$ cat src/rtl/filter_capture_pkg.sv
// Shared types, default parameters and helpers for the filter output capture block.
package filter_capture_pkg;

  localparam int unsigned CAP_DATA_W = 32;
  localparam int unsigned CAP_DEPTH  = 64;
  localparam int unsigned CAP_ADDR_W = 6;
  localparam int unsigned CAP_SKIP   = 16;

  typedef enum logic [1:0] {
    IDLE    = 2'd0,
    SETTLE  = 2'd1,
    CAPTURE = 2'd2,
    DONE    = 2'd3
  } cap_state_e;

  // |s| for a two's-complement sample; the most negative value clamps to the largest positive.
  function automatic logic [CAP_DATA_W-1:0] sat_abs(input logic [CAP_DATA_W-1:0] s);
    logic [CAP_DATA_W-1:0] min_neg;
    logic [CAP_DATA_W-1:0] max_pos;
    min_neg = {1'b1, {(CAP_DATA_W-1){1'b0}}};
    max_pos = {1'b0, {(CAP_DATA_W-1){1'b1}}};
    if (!s[CAP_DATA_W-1]) begin
      return s;
    end
    if (s == min_neg) begin
      return max_pos;
    end
    return ~s + CAP_DATA_W'(1);
  endfunction

endpackage

$ cat src/rtl/filter_capture_ram.sv
// Capture buffer: one synchronous write port, one registered read port.
module capture_ram
  import filter_capture_pkg::*;
#(
  parameter int unsigned DATA_W = CAP_DATA_W,
  parameter int unsigned DEPTH  = CAP_DEPTH,
  parameter int unsigned ADDR_W = CAP_ADDR_W
) (
  input  logic              clk_i,
  input  logic              rst_ni,
  input  logic              wr_en_i,
  input  logic [ADDR_W-1:0] wr_addr_i,
  input  logic [DATA_W-1:0] wr_data_i,
  input  logic              rd_en_i,
  input  logic [ADDR_W-1:0] rd_addr_i,
  output logic [DATA_W-1:0] rd_data_o
);

  logic [DATA_W-1:0] mem_q [DEPTH];
  logic [DATA_W-1:0] rd_data_q;

  // Storage array is never reset so it maps onto block RAM.
  always_ff @(posedge clk_i) begin
    if (wr_en_i) begin
      mem_q[wr_addr_i] <= wr_data_i;
    end
  end

  always_ff @(posedge clk_i) begin
    if (!rst_ni) begin
      rd_data_q <= '0;
    end else if (rd_en_i) begin
      rd_data_q <= mem_q[rd_addr_i];
    end
  end

  assign rd_data_o = rd_data_q;

endmodule

$ cat src/rtl/filter_capture.sv
// Discards filter settling samples after arm, captures a fixed window with peak tracking,
// then serves the window through a registered read port.
module filter_capture
  import filter_capture_pkg::*;
#(
  parameter int unsigned DATA_W = CAP_DATA_W,
  parameter int unsigned DEPTH  = CAP_DEPTH,
  parameter int unsigned ADDR_W = CAP_ADDR_W,
  parameter int unsigned SKIP   = CAP_SKIP
) (
  input  logic                     clk,
  input  logic                     rst,
  input  logic signed [DATA_W-1:0] in_sample,
  input  logic                     in_valid,
  input  logic                     arm,
  output logic                     busy,
  output logic                     done,
  input  logic                     rd_en,
  input  logic [ADDR_W-1:0]        rd_addr,
  output logic [DATA_W-1:0]        rd_data,
  output logic                     rd_valid,
  output logic [DATA_W-1:0]        peak_abs
);

  localparam int unsigned SKIP_W = (SKIP > 0) ? $clog2(SKIP + 1) : 1;

  cap_state_e        state_q, state_d;
  logic [SKIP_W-1:0] skip_cnt_q, skip_cnt_d;
  logic [ADDR_W-1:0] wr_ptr_q, wr_ptr_d;
  logic [DATA_W-1:0] peak_q, peak_d;
  logic              busy_q, done_q, rd_valid_q;
  logic              wr_en_c;
  logic              rd_ok_c;
  logic [DATA_W-1:0] sample_abs_c;

  assign sample_abs_c = sat_abs(in_sample);
  // Reads are only honoured while the buffer is stable.
  assign rd_ok_c      = rd_en && ((state_q == IDLE) || (state_q == DONE));

  always_comb begin
    state_d    = state_q;
    skip_cnt_d = skip_cnt_q;
    wr_ptr_d   = wr_ptr_q;
    peak_d     = peak_q;
    wr_en_c    = 1'b0;
    case (state_q)
      IDLE, DONE: begin
        if (arm) begin
          skip_cnt_d = '0;
          wr_ptr_d   = '0;
          peak_d     = '0;
          state_d    = (SKIP > 0) ? SETTLE : CAPTURE;
        end
      end
      SETTLE: begin
        if (in_valid) begin
          skip_cnt_d = skip_cnt_q + SKIP_W'(1);
          if (skip_cnt_d == SKIP_W'(SKIP)) begin
            state_d = CAPTURE;
          end
        end
      end
      CAPTURE: begin
        if (in_valid) begin
          wr_en_c  = 1'b1;
          wr_ptr_d = wr_ptr_q + ADDR_W'(1);
          if (sample_abs_c > peak_q) begin
            peak_d = sample_abs_c;
          end
          if (wr_ptr_q == ADDR_W'(DEPTH - 1)) begin
            state_d = DONE;
          end
        end
      end
      default: state_d = IDLE;
    endcase
  end

  // Status flags are registered from the next state so they track state_q exactly.
  always_ff @(posedge clk) begin
    if (!rst) begin
      state_q    <= IDLE;
      skip_cnt_q <= '0;
      wr_ptr_q   <= '0;
      peak_q     <= '0;
      busy_q     <= 1'b0;
      done_q     <= 1'b0;
      rd_valid_q <= 1'b0;
    end else begin
      state_q    <= state_d;
      skip_cnt_q <= skip_cnt_d;
      wr_ptr_q   <= wr_ptr_d;
      peak_q     <= peak_d;
      busy_q     <= (state_d == SETTLE) || (state_d == CAPTURE);
      done_q     <= (state_d == DONE);
      rd_valid_q <= rd_ok_c;
    end
  end

  capture_ram #(
    .DATA_W (DATA_W),
    .DEPTH  (DEPTH),
    .ADDR_W (ADDR_W)
  ) u_ram (
    .clk_i     (clk),
    .rst_ni    (rst),
    .wr_en_i   (wr_en_c),
    .wr_addr_i (wr_ptr_q),
    .wr_data_i (in_sample),
    .rd_en_i   (rd_ok_c),
    .rd_addr_i (rd_addr),
    .rd_data_o (rd_data)
  );

  assign busy     = busy_q;
  assign done     = done_q;
  assign rd_valid = rd_valid_q;
  assign peak_abs = peak_q;

endmodule

$ cat config.mk
export PLATFORM = sky130hd
export DESIGN_NAME = filter_capture
export DESIGN_NICKNAME = d
export VERILOG_FILES = /design/src/rtl/filter_capture_pkg.sv /design/src/rtl/filter_capture_ram.sv /design/src/rtl/filter_capture.sv
export SDC_FILE = /design/constraint.sdc
export NUM_CORES = 2
export LEC_CHECK = 0
export CORE_AREA = 2 2 423 425
export DETAILED_ROUTE_END_ITERATION = 10
export DIE_AREA = 0 0 425 427
export SLEW_MARGIN = 20
export SYNTH_ARGS = -nofsm -noshare
export SYNTH_HDL_FRONTEND = slang
export SYNTH_SLANG_ARGS = --single-unit
$ cat constraint.sdc
create_clock -name clk -period 10.4 [get_ports clk]
set_input_delay 1.04 -clock clk [delete_from_list [all_inputs] [get_ports clk]]
set_output_delay 1.04 -clock clk [all_outputs]
set_load 0.1 [all_outputs]
# Word-level counts from Yosys, hierarchy flattened
# Memories as Yosys holds them, arrays and structs flattened. A register that Yosys moved wholly into a read port is not among the register bits.
# Cells that the tools add are included.
# totals
regBits,48
mem_bits_rw,2048
inputBits,43
out_inout_bits,67
word_cells,63
memories,1
# mem_list
name,depth,width,read_ports,rd_ports_with_merged_regs,wr,line_no,rtl
u_ram.mem_q,64,32,1,1,1,filter_capture_ram.sv:19,logic [DATA_W-1:0] mem_q [DEPTH];
# op_classes
n_addsub,3
magnitude_cmp,1
eq_ne,13
muxes,26
bitwise,1
n_reduce_logical,11
# ops
op,count
$mux W32,7
$pmux W32 S2,1
$add A32 B1 Y32 const B,1
$eq A32 B32 Y1 const B,1
$gt A32 B32 Y1,1
$not A32 Y32,1
$mux W6,2
$pmux W6 S2,1
$mux W2,5
$mux W5,2
$pmux W5 S2,1
$eq A2 B2 Y1 const B,4
$ne A2 B2 Y1 const B,4
$add A6 B1 Y6 const B,1
$eq A6 B6 Y1 const B,1
$mux W1,6
$pmux W2 S3,1
$reduce_and A3 Y1,2
$add A5 B1 Y5 const B,1
$eq A5 B5 Y1 const B,1
$eq A2 B1 Y1 const B,2
$reduce_and A4 Y1,1
$reduce_bool A2 Y1,2
$logic_not A2 Y1,1
4 further kinds,5

# Longest topological paths before layout
# depth
word_depth,9
mapped_depth,18
ltp_nobuf,14

# Hierarchy
# Synthesis repeated with hierarchy kept, for this count alone.
# hier_totals
cells_unflattened,4199
area_unflattened_um2,83467.6
# by_module_without_submodules
mod,instances,cells_each,area_per_inst_um2
capture_ram,1,3706,79608.9
filter_capture,1,493,3858.7

# Worst setup path after synthesis
# Ideal clock, no wire load.
# synth_timing
path_type,input -> register
start,input in_sample[14]
end,register peak_q[14] (netlist: peak_abs[14])
setup_ns,0.074
arrival_time_ns,5.192
t_required_ns,10.326
setup_slack_ns,5.134
path_stages,16
cell_sequence,or4_1 > clkbuf_1 > or4_1 > buf_2 > o41ai_1 > xor2_1 > nand2_1 > ha_1 > nand4_1 > or2_2 > or3_1 > o21ai_0 > o22a_1 > clkbuf_1 > clkbuf_1 > mux2i_1
# synth_between
elab_chain_len,8
word_cells_on_any_way,15
cone_classes,add/sub: 1; order compare: 1; eq/ne: 2; mux: 9; bitwise: 1; reduce/logical: 1
# synth_lines
item,line_no,rtl
start: declaration,filter_capture.sv:13,"input logic signed [DATA_W-1:0] in_sample,"
"parallel branches: the longest is 4 deep, another holds $add A32 B1 Y32",n/a,
$mux W32 *,filter_capture_pkg.sv:25,if (s == min_neg) begin
$gt A32 B32 Y1 / $mux W32 (equally long branches),filter_capture.sv:67,if (sample_abs_c > peak_q) begin
$ne A2 B2 Y1 (no source line) / $mux W32 (equally long branches),n/a,
$reduce_and A4 Y1 (no source line) / $pmux W32 S2 (equally long branches),n/a,
end signal: assignment,filter_capture.sv:93,peak_q <= peak_d;
end: declaration,filter_capture.sv:30,"logic [DATA_W-1:0] peak_q, peak_d;"
# Mark *: on every way between the ends. The select of a mux whose other input is x is not followed.
# A chain may end at the register's enable or synchronous reset.

# Final worst setup path
# layout_timing
start,input in_sample[26]
end,register peak_q[2] (netlist: peak_abs[2])
# The elaborated chain is that of the path after synthesis.

==> metrics.log <==
[metrics] status: complete, no violations
[metrics] post-synth design cell area: 82,700 sq um
[metrics] Max Transition Viols Final: 0
[metrics] tightest slew margin relative to the limit: 21.8%
[metrics] critical path buffer and inverter count: 2
[metrics] syn nets: 3,990
[metrics] fill cell total of the finished layout: 13.7k
[metrics] chain of cells forming the critical path: buf_2 > buf_4 > or4_1 > nor4_1 > nand3_2 > nand2_1 > ha_1 > a211oi_1 > a211o_1 > a21oi_1 > a2111oi_0 > o22a_2 > mux2_1
[metrics] via density per instance: 6.16
[metrics] Final nets: 4,225
[metrics] pin count of the biggest net entering global routing: 111
[metrics] count of boundary I/O pins: 110
[metrics] async set-or-reset flop fraction in the synthesized netlist: 0%
[metrics] required time at the endpoint of the critical path: 11,130 ps
[metrics] flip-flop cell with the highest count after synthesis: sky130_fd_sc_hd__edfxtp_1
[metrics] number of enable flip-flop cells after synthesis: 2,048
[metrics] transition time at the pin with the least slew margin: 1170 ps
[metrics] nature of the critical path endpoint: flop
[metrics] fmax: 171 MHz
[metrics] met1 Resource Use GR: 35.8%
[metrics] post-route clock period utilization: 56.4%
[metrics] worst slack on hold paths: 496 ps
[metrics] Setup crit start kind: primary input
[metrics] Tot GR Track Use: 24.2%
[metrics] Horiz. Die Dim: 425 um
[metrics] synthesized instance count: 3,909
[metrics] vias in the first global route: 41.0k
[metrics] most common cell after layout, fill and taps aside: sky130_fd_sc_hd__edfxtp_1
[metrics] part of the total power dissipated in combinational logic: 5.4%
[metrics] internal power of the cells: 0.0139 W
[metrics] top-area cell type share of the netlist area: 74.4%
[metrics] global-route wire length before repair: 309,000 um
[metrics] setup repair after global routing missed its margin: false
[metrics] final-layout setup total negative slack: 0 ps
[metrics] library cell occupying the most area in the post-synthesis netlist: sky130_fd_sc_hd__edfxtp_1
[metrics] share of total power consumed by net switching: 21.4%
[metrics] worst setup path category: primary input to flop
[metrics] routability cong.: 0.838
[metrics] Setup Fix Bufs, Post-CTS: 0
[metrics] post-route DRC violation count: 0
[metrics] post-route antenna net violation count: 0
[metrics] average wire per standard cell: 32.8 um
[metrics] total wirelength of the detailed-routed design: 219,000 um
[metrics] Syn-to-layout area delta: 13.7%
[metrics] footprint of the multi-input gates: 19,100 sq um
[metrics] slowest stage cell, crit path: sky130_fd_sc_hd__o22a_2
[metrics] syn_area_per_cell: 21.1 sq um
[metrics] number of gates resized after cts: 0
[metrics] maximum capacitance violations: 0
[metrics] Worst-path clk slew: 60 ps
[metrics] drt initial violations: 5,388
[metrics] effective utilization at floorplan: 46.6%
[metrics] number of distinct library cells after synthesis: 58
[metrics] half-perimeter wire length of the detailed placement result: 120,000 um
[metrics] standard-cell rows: 155
[metrics] met3 Resource Use GR: 4.18%
[metrics] initial antenna violation count: 6
[metrics] classification of the worst-slack hold path: flop to flop
[metrics] H-Tree Depth: 4
[metrics] commonest non-fill, non-tap cells in the layout: sky130_fd_sc_hd__edfxtp_1, sky130_fd_sc_hd__mux4_2, sky130_fd_sc_hd__clkbuf_16
[metrics] power density relative to cell area: 189 nW/um^2
[metrics] number of warnings reported in the yosys synthesis log: 0
[metrics] cell leakage power: 29.4 nW
[metrics] sum of overflow across all layers after global routing: 0
[metrics] maximum clock path buffer count: 3
[metrics] clock insertion delay at the later pin of the skew report: 840 ps
[metrics] footprint of the flip-flops and latches: 63,100 sq um
[metrics] area enclosed by the die boundary: 181,000 sq um
[metrics] arrival time at the worst endpoint: 6590 ps
[metrics] clock period minus final worst setup slack: 5860 ps
[metrics] CTS tree: built
[metrics] Max VDD drop: 0.140 mV
[metrics] y dimension of the die: 427 um
[metrics] FF+latch count, synth: 2,128
[metrics] # hold bufs at CTS: 0
[metrics] number of buffers created by CTS: 207
[metrics] share of power burned in registers: 53.1%
[metrics] Final Hold Vio Count: 0
[metrics] largest incremental delay on the critical path: 950 ps
[metrics] number of optimization iterations in the first detailed-route pass: 5
[metrics] Port-buffer cells: 109
[metrics] share of post-route cells with drive strength above 1: 25.4%
[metrics] top cells by area in the synthesized netlist: sky130_fd_sc_hd__edfxtp_1, sky130_fd_sc_hd__mux4_2, sky130_fd_sc_hd__dfxtp_1
[metrics] part of the Yosys area used for sequential elements: 76.3%
[metrics] Crit Path Max Fanout: 68
[metrics] clock sinks: 2,128
[metrics] P_sw: 0.00380 W
[metrics] Setup-failing EPs final: 0
[metrics] clock share of power: 41.5%
[metrics] final worst clock skew: 31.9 ps
[metrics] buffer cell driving the clock tree root: sky130_fd_sc_hd__clkbuf_16
[metrics] met2 usage in global routing: 37.2%
[metrics] kind of cell adding the most delay to the critical path: simple AND/OR/NAND/NOR gates
[metrics] DR vias: 41.1k
[metrics] area of the placeable core: 177,000 sq um
[metrics] global route hottest layer: met2
final cells by class:
cell class              count  share of cell area, %
clock inverters           110                   1.05
diodes                      4                 0.0107
well taps                2355                   3.14
repair buffers            254                   2.26
inverters                  37                  0.148
flip-flops and latches   2128                   67.1
clock buffers             268                   5.98
multi-input cells        1516                   20.3
registers in the layout, indices dropped and copies added, names as in the netlist:
register / cells
u_ram.mem_q: 2048
wr_ptr_q: 6
done: 1
peak_abs: 32
skip_cnt_q: 5
busy: 1
u_ram.rd_data_o: 32
state_q: 2
rd_valid: 1
power groups by stage:
| stage | sequential (W) | clock, W | combinational [W] |
|---|---|---|---|
| finish | 0.00942 | 0.00736 | 0.000961 |
| global placement | 0.00960 | 0 | 0.000953 |
| CTS | 0.00942 | 0.00747 | 0.000965 |
| floorplan | 0.00968 | 0 | 0.000456 |
| global route | 0.00942 | 0.00780 | 0.00102 |
| detailed placement | 0.00960 | 0 | 0.000963 |
final timing paths:
| check | startpoint | slack, ps | to | cells after the start |
|---|---|---|---|---|
| setup / recovery | in_sample[26] | 4540 | peak_abs[2] | 13 |
| hold / removal | peak_abs[24] | 500 | peak_abs[24] | 2 |
| setup reg to reg | state_q[0] | 6760 | u_ram.rd_data_o[2] | 8 |
| hold reg to reg | peak_abs[24] | 500 | peak_abs[24] | 2 |
cells in the mapped netlist (4+ instances only):
cell,number
sky130_fd_sc_hd__nor2_1,108
sky130_fd_sc_hd__xor2_1,24
sky130_fd_sc_hd__edfxtp_1,2048
sky130_fd_sc_hd__o41ai_1,10
sky130_fd_sc_hd__nand2b_1,7
sky130_fd_sc_hd__a211oi_1,41
sky130_fd_sc_hd__o21a_1,4
sky130_fd_sc_hd__buf_1,59
sky130_fd_sc_hd__nand2_1,160
sky130_fd_sc_hd__a21oi_1,20
sky130_fd_sc_hd__a211o_1,36
sky130_fd_sc_hd__and3_1,7
sky130_fd_sc_hd__or3_1,10
sky130_fd_sc_hd__dfxtp_1,80
sky130_fd_sc_hd__mux2i_1,129
sky130_fd_sc_hd__or4_1,8
sky130_fd_sc_hd__buf_2,24
sky130_fd_sc_hd__o21ai_0,47
sky130_fd_sc_hd__nand3_1,17
sky130_fd_sc_hd__nor3_1,10
sky130_fd_sc_hd__clkbuf_1,145
sky130_fd_sc_hd__o221ai_1,31
sky130_fd_sc_hd__o31ai_1,12
sky130_fd_sc_hd__o211ai_1,35
sky130_fd_sc_hd__inv_1,37
sky130_fd_sc_hd__nand4_1,12
sky130_fd_sc_hd__mux2_2,32
sky130_fd_sc_hd__a22oi_1,66
sky130_fd_sc_hd__a2111oi_0,4
sky130_fd_sc_hd__a21o_1,17
sky130_fd_sc_hd__and2_1,9
sky130_fd_sc_hd__mux4_2,512
sky130_fd_sc_hd__a221oi_1,25
sky130_fd_sc_hd__nor2b_1,42
sky130_fd_sc_hd__ha_1,38
sky130_fd_sc_hd__or2_2,10
worst reg2reg max path: stages (launching register included):
cell	delay (ps)
sky130_fd_sc_hd__dfxtp_1	330
sky130_fd_sc_hd__inv_1	60
sky130_fd_sc_hd__ha_1	480
sky130_fd_sc_hd__and3_1	540
sky130_fd_sc_hd__nor2b_4	230
sky130_fd_sc_hd__buf_4	500
sky130_fd_sc_hd__o221ai_1	460
sky130_fd_sc_hd__a211oi_1	800
sky130_fd_sc_hd__a211o_1	170
routing by layer:
layer  routed length, um  vias up
met5                   9        -
li1                    -    16831
met4                6410        2
met2              102000     1757
met1               92600    22191
met3               18500      294
cells by family (layout without fill, tap and decap cells):
family                     after synthesis  after routing  share of synthesized area (%)
other                                    0              4                              0
AOI/OAI and AO/OA                      363            363                           3.27
DFF                                   2128           2128                           76.3
buffers and inverters                  265            669                           1.24
adders and majority gates               38             38                          0.575
and+or+nand+nor                        416            416                           2.34
xor gates and xnor gates                25             25                          0.265
muxes                                  674            674                           16.0
through the flow:
step | utilization [%] | cells | instance area (sq um) | setup WS [ps] | total power [W]
2_1_floorplan | - | 3909 | 82700 | 5130 | 0.0101
3_3_place_gp | 49.3 | 6290 | 87400 | 3490 | 0.0106
3_5_place_dp | 49.3 | 6290 | 87400 | 3380 | 0.0106
6_report | 53.0 | 6672 | 94000 | 4540 | 0.0177
5_1_grt | 53.0 | 6668 | 94000 | 4140 | 0.0182
4_1_cts | 53.0 | 6668 | 94000 | 4250 | 0.0179
(Power assumes the default switching activity.)
